## src/rtl/can_bit_destuffer.sv

```systemverilog
// Receive-side CAN bit de-stuffer: flags the bit that follows STUFF_LEN identical bits.
// Optional stuff_error output is enabled by defining CAN_DESTUFF_STUFF_ERR_EN.
module can_bit_destuffer #(
  parameter int STUFF_LEN = 5,
  parameter int CNT_W     = 4
) (
  input  logic clk,
  input  logic rst,
  input  logic bit_in,
  input  logic sample_point,
  output logic bit_out,
  output logic remove_flag
`ifdef CAN_DESTUFF_STUFF_ERR_EN
  ,
  output logic stuff_error
`endif
);

  localparam logic [CNT_W-1:0] STUFF_SLOT = CNT_W'(STUFF_LEN);
  localparam logic [CNT_W-1:0] CNT_ONE    = CNT_W'(1);

  logic             prev_bit, prev_bit_d;
  logic [CNT_W-1:0] run_cnt, run_cnt_d;
  logic             bit_out_d, remove_flag_d;
`ifdef CAN_DESTUFF_STUFF_ERR_EN
  logic             stuff_error_d;
`endif

  always_comb begin
    // NOTE: every signal gets its hold value first, so no path through this block can infer a latch.
    prev_bit_d    = prev_bit;
    run_cnt_d     = run_cnt;
    bit_out_d     = bit_out;
    remove_flag_d = remove_flag;
`ifdef CAN_DESTUFF_STUFF_ERR_EN
    stuff_error_d = stuff_error;
`endif

    if (sample_point) begin
      bit_out_d = bit_in;
`ifdef CAN_DESTUFF_STUFF_ERR_EN
      stuff_error_d = 1'b0;
`endif
      if (run_cnt == STUFF_SLOT) begin
        remove_flag_d = 1'b1;
        if (bit_in != prev_bit) begin
          // A valid stuff bit is itself the first bit of the next run.
          run_cnt_d  = CNT_ONE;
          prev_bit_d = bit_in;
        end else begin
          // Violation: stay parked in the slot so further identical bits are flagged too.
`ifdef CAN_DESTUFF_STUFF_ERR_EN
          stuff_error_d = 1'b1;
`endif
        end
      end else if (run_cnt == '0 || bit_in != prev_bit) begin
        remove_flag_d = 1'b0;
        run_cnt_d     = CNT_ONE;
        prev_bit_d    = bit_in;
      end else begin
        remove_flag_d = 1'b0;
        run_cnt_d     = run_cnt + CNT_ONE;
      end
    end
  end

  // NOTE: sequential state uses non-blocking assignments so all registers update from the same pre-edge values.
  always_ff @(posedge clk or posedge rst) begin
    if (rst) begin
      prev_bit    <= 1'b1;
      run_cnt     <= '0;
      bit_out     <= 1'b1;
      remove_flag <= 1'b0;
    end else begin
      prev_bit    <= prev_bit_d;
      run_cnt     <= run_cnt_d;
      bit_out     <= bit_out_d;
      remove_flag <= remove_flag_d;
    end
  end

`ifdef CAN_DESTUFF_STUFF_ERR_EN
  always_ff @(posedge clk or posedge rst) begin
    if (rst) stuff_error <= 1'b0;
    else     stuff_error <= stuff_error_d;
  end
`endif

endmodule

```

## config.mk

```make
export PLATFORM = sky130hd
export DESIGN_NAME = can_bit_destuffer
export DESIGN_NICKNAME = d
export VERILOG_FILES = /design/src/rtl/can_bit_destuffer.sv
export SDC_FILE = /design/constraint.sdc
export NUM_CORES = 1
export LEC_CHECK = 0
export BUFFER_PORTS_ARGS = -buffer_cell sky130_fd_sc_hd__buf_2
export CAP_MARGIN = 20
export CORE_AREA = 3 3 40 42
export DETAILED_ROUTE_END_ITERATION = 10
export DIE_AREA = 0 0 43 45
export PLACE_DENSITY_LB_ADDON = 0.3
export SKIP_CTS_REPAIR_TIMING = 1
export SYNTH_ARGS = -nofsm -noshare
export SYNTH_HDL_FRONTEND = slang
export SYNTH_SLANG_ARGS = --single-unit
```

## constraint.sdc

```tcl
create_clock -name clk -period 1.25 [get_ports clk]
set_input_delay 0.25 -clock clk [delete_from_list [all_inputs] [get_ports clk]]
set_output_delay 0.25 -clock clk [all_outputs]
set_load 0.005 [all_outputs]
```

==> run metrics, run 1 <==
Async SR Flop Fraction=between 90% and 100%; Syn. warnings=0; max-cap viol count=0; via/cell ratio=roughly 4.6; maximum clock path buffer count=2; kind of end point of the critical path=flop; sequential share of power=a little over a third; Layout fillers=roughly 130; commonest cells in the netlist=inv_1 (8), dfrtp_1 (5), nand2_1 (4); 1st-iter DRT viols=3; ANT nets after route=0; P_int=0.661 mW; Worst path depth=5; post-synth top area share=approximately 30%; root buffer cell=clkbuf_4; most frequent cell after synthesis=inv_1; IO Port Bufs=5; worst setup margin=-0.115 ns; Worst path slowest cell=dfrtp_1; Tightest Hold Check Type=primary input to flop; Post-synth top flop=dfrtp_1; area leader, netlist=dfrtp_1; chip width=43 um; antenna violations before repair=0; pin count of the biggest net entering global routing=8; max-slew violations=0; Setup crit start kind=flop; Worst Path Buf+Inv=1; min Tclk post-route=between 1 and 1.5 ns; share of layout cells above drive strength 1=42.6%; Tot Pwr=between 0.9 and 1 mW; CP delay by family, top=compound AO/OA/AOI/OAI gates; DRC Markers=0; Overall Global Routing Usage=10.3%; Hold Crit Depth=2; number of global-route vias before repair=318; P_sw=roughly 0.34 mW; Register Area=178 um^2; Max VDD drop=788 uV; sequential area share after synthesis=roughly 44%; number of synthesized flops with an enable pin=0; CTS tree=done; per-cell routed wire length=between 10 and 15 um; clock sinks=7; first-pass GRT wire length=roughly 1400 um; synthesized area per cell=approximately 10 um^2; synth unique cells=18; num ports=6; Clk Latency, worst-skew pair=0.25 ns; total wire length=~770 um; violations in the final reports=setup timing; Crit path arrival time=between 1.5 and 2 ns; Inst Count DP=between 60 and 70; final RePlAce weighted congestion=~0.76; relative slew slack=between 70% and 80%; die height=roughly 45 um; r2r worst-path depth=5; static leakage=between 0.2 and 0.3 nW; Yosys reg bits=7; area delta synth->final=38.3%; Net Count, Synth=between 40 and 50; Final period util=109%; Total Nets Final=62; DRT Pass-1 Iters=2; total die area=a little under 2000 um^2; Clock Skew=roughly 0.0024 ns; CTS Buf Count=3; crit path cell chain=inv_2 -> ha_2 -> mux2_4 -> a211oi_4 -> a22o_2; crit-path max FO=3; Critical Path RT=approximately 1.5 ns; Setup TNS=-0.338 ns; RSZ-0062 raised after global routing=true; total grt overflow=0; PwrDens=around 1800 nW/um^2; Clock power frac=21.1%; Worst-path clk slew=0.05 ns; final hold vios=0; Gate power share=between 40% and 50%; FMAX=732 MHz; area of the multi-input gates=~240 um^2; outcome=finished, violations left; dpl hpwl=between 500 and 600 um; Worst path max stage delay=roughly 0.39 ns; Post-Layout Cell Count=69; DR vias=~320; H-tree depth=1; Sw Share=approximately 34%; n_diodes=0; R2R Setup Slk=-0.12 ns; critical path class=flop to flop; worst-margin pin slew=about 0.35 ns; std cell rows=13; largest cells by area after synthesis=dfrtp_1 (31%), dfstp_2 (13%), ha_1 (9.3%); Synth Instances=39; post-synthesis instance area=approximately 410 um^2; Finish-stage setup viols=4; Initial Util=about a third; core area=~1300 um^2
[flip-flops by register name, indices dropped and copies added, names as in the netlist]
| register | count |
|---|---|
| run_cnt | 4 |
| bit_out | 1 |
| remove_flag | 1 |
| prev_bit | 1 |
[cell families (layout without fill, tap and decap cells)]
family / after synthesis / in the layout / synth area share, %
xor gates and xnor gates: 1 / 1 / 4.01
adders and majority gates: 3 / 3 / 9.26
buffers and inverters: 8 / 23 / 7.41
AOI/OAI and AO/OA: 11 / 11 / 23.1
DFF: 7 / 7 / 43.8
muxes: 2 / 2 / 5.25
and+or+nand+nor: 7 / 7 / 7.10
[layout make-up]
| cell class | count | area share, % |
|---|---|---|
| Tap cell | 15 | 3.35 |
| Inverter | 8 | 5.36 |
| Timing Repair Buffer | 11 | 12.9 |
| Multi-Input combinational cell | 24 | 42.0 |
| Sequential cell | 7 | 31.7 |
| Clock buffer | 4 | 4.69 |
[power groups by stage]
stage	Clock, mW	Sequential [mW]	Combinational, mW
after floorplan	0	0.346	0.233
after global placement	0	0.349	0.409
after detailed placement	0	0.350	0.407
after CTS	0.223	0.346	0.412
after global routing	0.237	0.359	0.497
final	0.211	0.349	0.440
[worst register-to-register path, cell delays in order (launching register included)]
cell and delay, ns:
dfrtp_1 0.39, inv_2 0.05, ha_2 0.18, mux2_4 0.28, a211oi_4 0.22, a22o_2 0.18
[through the flow]
stage	hold WS [ns]	worst slack, ns	util (%)	cell area, um^2
finish	0.257	-0.115	43.6	561
floorplan	0.0519	-0.0228	-	425
detailed placement	0.200	-0.0751	39.4	507
global route	0.260	-0.190	43.6	561
global placement	0.200	-0.0967	39.4	507
CTS	-0.0808	-0.118	41.5	533
[path summary, 6_finish.rpt]
kind | start | to
max in group asynchronous | rst | bit_out$_DFFE_PP1P_
min | sample_point | prev_bit$_DFFE_PP1P_
min reg2reg | bit_out$_DFFE_PP1P_ | bit_out$_DFFE_PP1P_
max reg2reg | run_cnt[0]$_DFFE_PP0P_ | run_cnt[1]$_DFFE_PP0P_
max | run_cnt[0]$_DFFE_PP0P_ | run_cnt[1]$_DFFE_PP0P_
min in group asynchronous | rst | run_cnt[0]$_DFFE_PP0P_
[routing by layer]
metal  wire length, um  up-vias  share of wire [%]  global-route usage, %
met4                21        0                2.7                   9.04
met1               388      146                 50                   12.1
met2               335        4                 44                   15.0
met3                24        2                3.1                   3.59
met5                 0        -                  0                      0
li1                  -      167                  -                      -
[layout by cell type (no fill, tap or decap), types with 2 or more instances in the layout]
master / instances
buf_4: 5
nor2_1: 2
clkbuf_4: 3
buf_2: 5
ha_2: 2
dfstp_2: 2
o21ai_0: 2
dfrtp_1: 5
nand2_1: 4
inv_1: 7
Power figures use the tool's default switching activity.
==> run 2: changes to the inputs <==
Settings changed: CORE_AREA 3 3 40 42 to unset, CORE_MARGIN set to 3, CORE_UTILIZATION set to 24, DIE_AREA 0 0 43 45 to unset.
==> run 2 against run 1 <==
  * The flow still finishes with violations (setup timing)
  * Largest power group unchanged
  * Fmax barely moved
  * Critical path type unchanged
  * Critical path depth fell by 2
  * Worst hold slack improved by 0.0070 ns
  * Total power rose by 1.7%
  * Register-to-register slack barely moved
==> run metrics, run 2 (synthesis gave the netlist of run 1 again) <==
most common cell after layout, fill and taps aside=inv_1; kind of end point of the critical path=flop; Worst Path Buf+Inv=0; final RePlAce weighted congestion=around 0.7; maximum clock path buffer count=2; worst-margin pin slew=0.376 ns; dpl hpwl=about 570 um; violations in the final reports=setup timing; clock sinks=7; DP Area=approximately 500 um^2; core area=around 1500 um^2; Critical Path RT=around 1.4 ns; CP delay by family, top=flip-flops; Clock Skew=roughly 0.0029 ns; PwrDens=around 1800 nW/um^2; crit path cell chain=xor2_4 -> o31ai_4 -> a211o_1; std cell rows=14; Clk Latency, worst-skew pair=0.26 ns; worst setup margin=-0.115 ns; final hold vios=0; worst hold slack=roughly 0.26 ns; max-cap viol count=0; CTS tree=done; area delta synth->final=41.0%; critical path class=flop to flop; DRT Pass-1 Iters=4; crit-path max FO=6; Max VDD drop=a little over 900 uV; antenna violations before repair=0; relative slew slack=approximately 74%; RSZ-0062 raised after global routing=true; total grt overflow=0; Worst path slowest cell=dfstp_2; Post-Layout Cell Count=70; Initial Util=26.3%; H-tree depth=1; per-cell routed wire length=about 11 um; total wire length=~780 um; CTS Buf Count=3; dpl ws=-0.0982 ns; Total Nets Final=between 60 and 70; 1st-iter DRT viols=10; DR vias=between 300 and 400; FMAX=~730 MHz; first-pass GRT wire length=approximately 1400 um; Final period util=109%; IO Port Bufs=5; Worst-path clk slew=approximately 0.05 ns; n_diodes=0; Setup TNS=-0.344 ns; root buffer cell=clkbuf_4; post-route cell area=about 570 um^2; min Tclk post-route=1.37 ns; static leakage=roughly 0.26 nW; Crit path arrival time=around 1.5 ns; Worst path max stage delay=0.57 ns; Tot Pwr=roughly 1.0 mW; num ports=6; Biggest register=run_cnt; number of global-route vias before repair=313; Tightest Hold Check Type=primary input to flop; share of layout cells above drive strength 1=between 40% and 50%; total die area=2220 um^2; outcome=finished, violations left; final core utilization=between 30% and 40%; Finish-stage setup viols=4; via/cell ratio=around 4.6; Largest register FFs=4; max-slew violations=0; pin count of the biggest net entering global routing=8; Overall Global Routing Usage=9.41%; DRC Markers=0; chip width=approximately 47 um; ANT nets after route=0; die height=between 40 and 50 um; Setup crit start kind=flop; Inst Count DP=between 60 and 70; most frequent cells in the layout=inv_1 (6), buf_2 (5), buf_4 (5), dfrtp_1 (5), nand2_1 (4)
[run 2: cell counts in the layout (fill, tap and decap cells not counted)]
Identical to the previous run, type by type.
[run 2: area by class of cell]
| type | instances | area, um^2 |
|---|---|---|
| clock buffers | 4 | 26.3 |
| repair buffers | 11 | 72.6 |
| fillers | 158 | 970 |
| flip-flops and latches | 7 | 178 |
| multi-input cells | 24 | 245 |
| inverters | 8 | 30.0 |
| well taps | 16 | 20.0 |
[run 2: final timing paths]
check | start | to | slack (ns) | depth (start not counted)
worst min register to register | bit_out$_DFFE_PP1P_ | bit_out$_DFFE_PP1P_ | 0.47 | 2
max in group asynchronous | rst | prev_bit$_DFFE_PP1P_ | 0.51 | 3
worst min-delay path | sample_point | prev_bit$_DFFE_PP1P_ | 0.26 | 2
worst max register to register | prev_bit$_DFFE_PP1P_ | run_cnt[2]$_DFFE_PP0P_ | -0.12 | 3
min in group asynchronous | rst | run_cnt[2]$_DFFE_PP0P_ | 0.46 | 3
worst max-delay path | prev_bit$_DFFE_PP1P_ | run_cnt[2]$_DFFE_PP0P_ | -0.12 | 3
[run 2: where the power goes]
| part | switching (mW) | total, mW | internal, mW |
|---|---|---|---|
| combinational | 0.206 | 0.467 | 0.261 |
| sequential | 0.0509 | 0.340 | 0.289 |
| clock | 0.0881 | 0.210 | 0.122 |
| total | 0.345 | 1.02 | 0.672 |
[run 2: metal layers]
metal	wire [um]	global-route usage (%)	up-vias
met2	346	13.6	11
met4	14	4.97	0
met1	333	10.8	144
li1	-	-	165
met3	82	5.75	2
met5	0	0	-
[run 2: worst reg2reg max path, stage by stage, from the launching register on]
cell and delay (ns):
dfstp_2 0.57, xor2_4 0.27, o31ai_4 0.10, a211o_1 0.31
==> run 3: changes to the inputs <==
Settings changed: CORE_ASPECT_RATIO set to 1.25.
==> run 3 against run 2 <==
  * The run still ends with setup timing left
  * Worst hold slack worse by 0.013 ns
  * Total power down 1.2%
  * Core utilization up 1.0 points
  * Cell count up 1.4%
  * Sequential share of layout area up 0.34 points
  * Sequential cell count unchanged
  * Register-to-register slack worse by 0.02 ns
  * Worst setup slack worse by 0.019 ns
  * Critical path type unchanged
==> run metrics, run 3 (synthesis gave the netlist of run 1 again) <==
Total Nets Final=62; CTS Buf Count=3; DRT Pass-1 Iters=4; CTS tree=done; Overall Global Routing Usage=a little under a tenth; most common cell after layout, fill and taps aside=inv_1; PwrDens=~1800 nW/um^2; 1st-iter DRT viols=8; Tot Pwr=roughly 1 mW; Post-Layout Cell Count=between 70 and 80; n_diodes=0; critical path class=flop to flop; H-tree depth=1; share of layout cells above drive strength 1=between 40 and 50%; final hold vios=0; Largest register FFs=4; Setup crit start kind=flop; ANT nets after route=0; worst-margin pin slew=~0.42 ns; total grt overflow=0; final RePlAce weighted congestion=0.752; Top Usage Layer GRT=met2; num ports=6; Tightest Hold Check Type=primary input to flop; Biggest register=run_cnt; R2R Setup Slk=-0.13 ns; die height=between 50 and 60 um; Crit path arrival time=between 1.5 and 2 ns; IO Port Bufs=5; Max VDD drop=approximately 700 uV; met1 Use GR=9.05%; final core utilization=38.1%; met2 Use GR=14.8%; FMAX=roughly 720 MHz; DRC Markers=0; Final period util=111%; Initial Util=between 20% and 30%; Clock Skew=between 0.005 and 0.006 ns; area of the multi-input gates=roughly 230 um^2; core area=between 1000 and 1500 um^2; DR vias=~340; total die area=roughly 2200 um^2; static leakage=approximately 0.26 nW; number of global-route vias before repair=approximately 340; Clk Latency, worst-skew pair=0.26 ns; min Tclk post-route=roughly 1.4 ns; kind of end point of the critical path=flop; pin count of the biggest net entering global routing=8; maximum clock path buffer count=2; Global Route met3 Usage=under 10%; max-slew violations=0; outcome=finished, violations left; worst setup margin=-0.134 ns; most frequent cells in the layout=inv_1 (7), buf_2 (5), dfrtp_1 (5), nand2_1 (4), buf_4 (4); first-pass GRT wire length=roughly 1400 um; clock sinks=7; root buffer cell=clkbuf_4; std cell rows=15; via/cell ratio=between 4 and 5; reg2reg start=run_cnt[0]$_DFFE_PP0P_; crit-path max FO=4; Finish-stage setup viols=5; worst setup path start=run_cnt[0]$_DFFE_PP0P_; per-cell routed wire length=12.2 um; antenna violations before repair=0; area delta synth->final=39.5%; total wire length=roughly 860 um; min-delay src=sample_point; relative slew slack=~70%; Register Area=between 150 and 200 um^2; Worst-path clk slew=approximately 0.060 ns; Layout fillers=149; chip width=42.8 um; max-cap viol count=0; violations in the final reports=setup timing; RSZ-0062 raised after global routing=true; dpl hpwl=between 500 and 600 um; Inst Count DP=65; Critical Path RT=~1.5 ns
[run 3: cell counts in the layout (fill, tap and decap cells not counted)]
No cell type changed its count.
[run 3: final timing paths]
kind / to / depth (start not counted)
max in group asynchronous: bit_out$_DFFE_PP1P_ / 3
max: run_cnt[1]$_DFFE_PP0P_ / 5
max reg2reg: run_cnt[1]$_DFFE_PP0P_ / 5
min: prev_bit$_DFFE_PP1P_ / 2
min in group asynchronous: run_cnt[1]$_DFFE_PP0P_ / 3
min reg2reg: bit_out$_DFFE_PP1P_ / 2
[run 3: area by class of cell]
cell class | count | area share (%)
Multi-Input combinational cell | 24 | 41.4
Clock buffer | 4 | 4.65
Sequential cell | 7 | 31.4
Tap cell | 17 | 3.76
Inverter | 8 | 5.31
Timing Repair Buffer | 11 | 13.5
[run 3: report_power, final]
part           switching (mW)  internal, mW
Sequential             0.0584         0.288
Clock                  0.0985         0.123
Combinational           0.192         0.244
[run 3: per-layer routing]
layer | up-vias | wire length (um)
met3 | 5 | 16
li1 | 167 | -
met1 | 164 | 367
met4 | 0 | 34
met5 | - | 0
met2 | 6 | 444
[run 3: through the flow]
| stage | setup TNS, ns | area [um^2] | hold slack [ns] | setup slack (ns) |
|---|---|---|---|---|
| floorplan | -0.0403 | 425 | 0.0519 | -0.0228 |
| global placement | -0.315 | 502 | 0.195 | -0.131 |
| detailed placement | -0.270 | 502 | 0.197 | -0.103 |
| CTS | -0.355 | 528 | -0.0890 | -0.127 |
| global route | -0.769 | 566 | 0.271 | -0.215 |
| finish | -0.376 | 566 | 0.251 | -0.134 |
[run 3: worst max-delay path, stage by stage (launching register included)]
cell and delay, ns:
dfrtp_1 0.39, inv_2 0.05, ha_2 0.19, mux2_4 0.28
a211oi_4 0.23, a22o_2 0.18
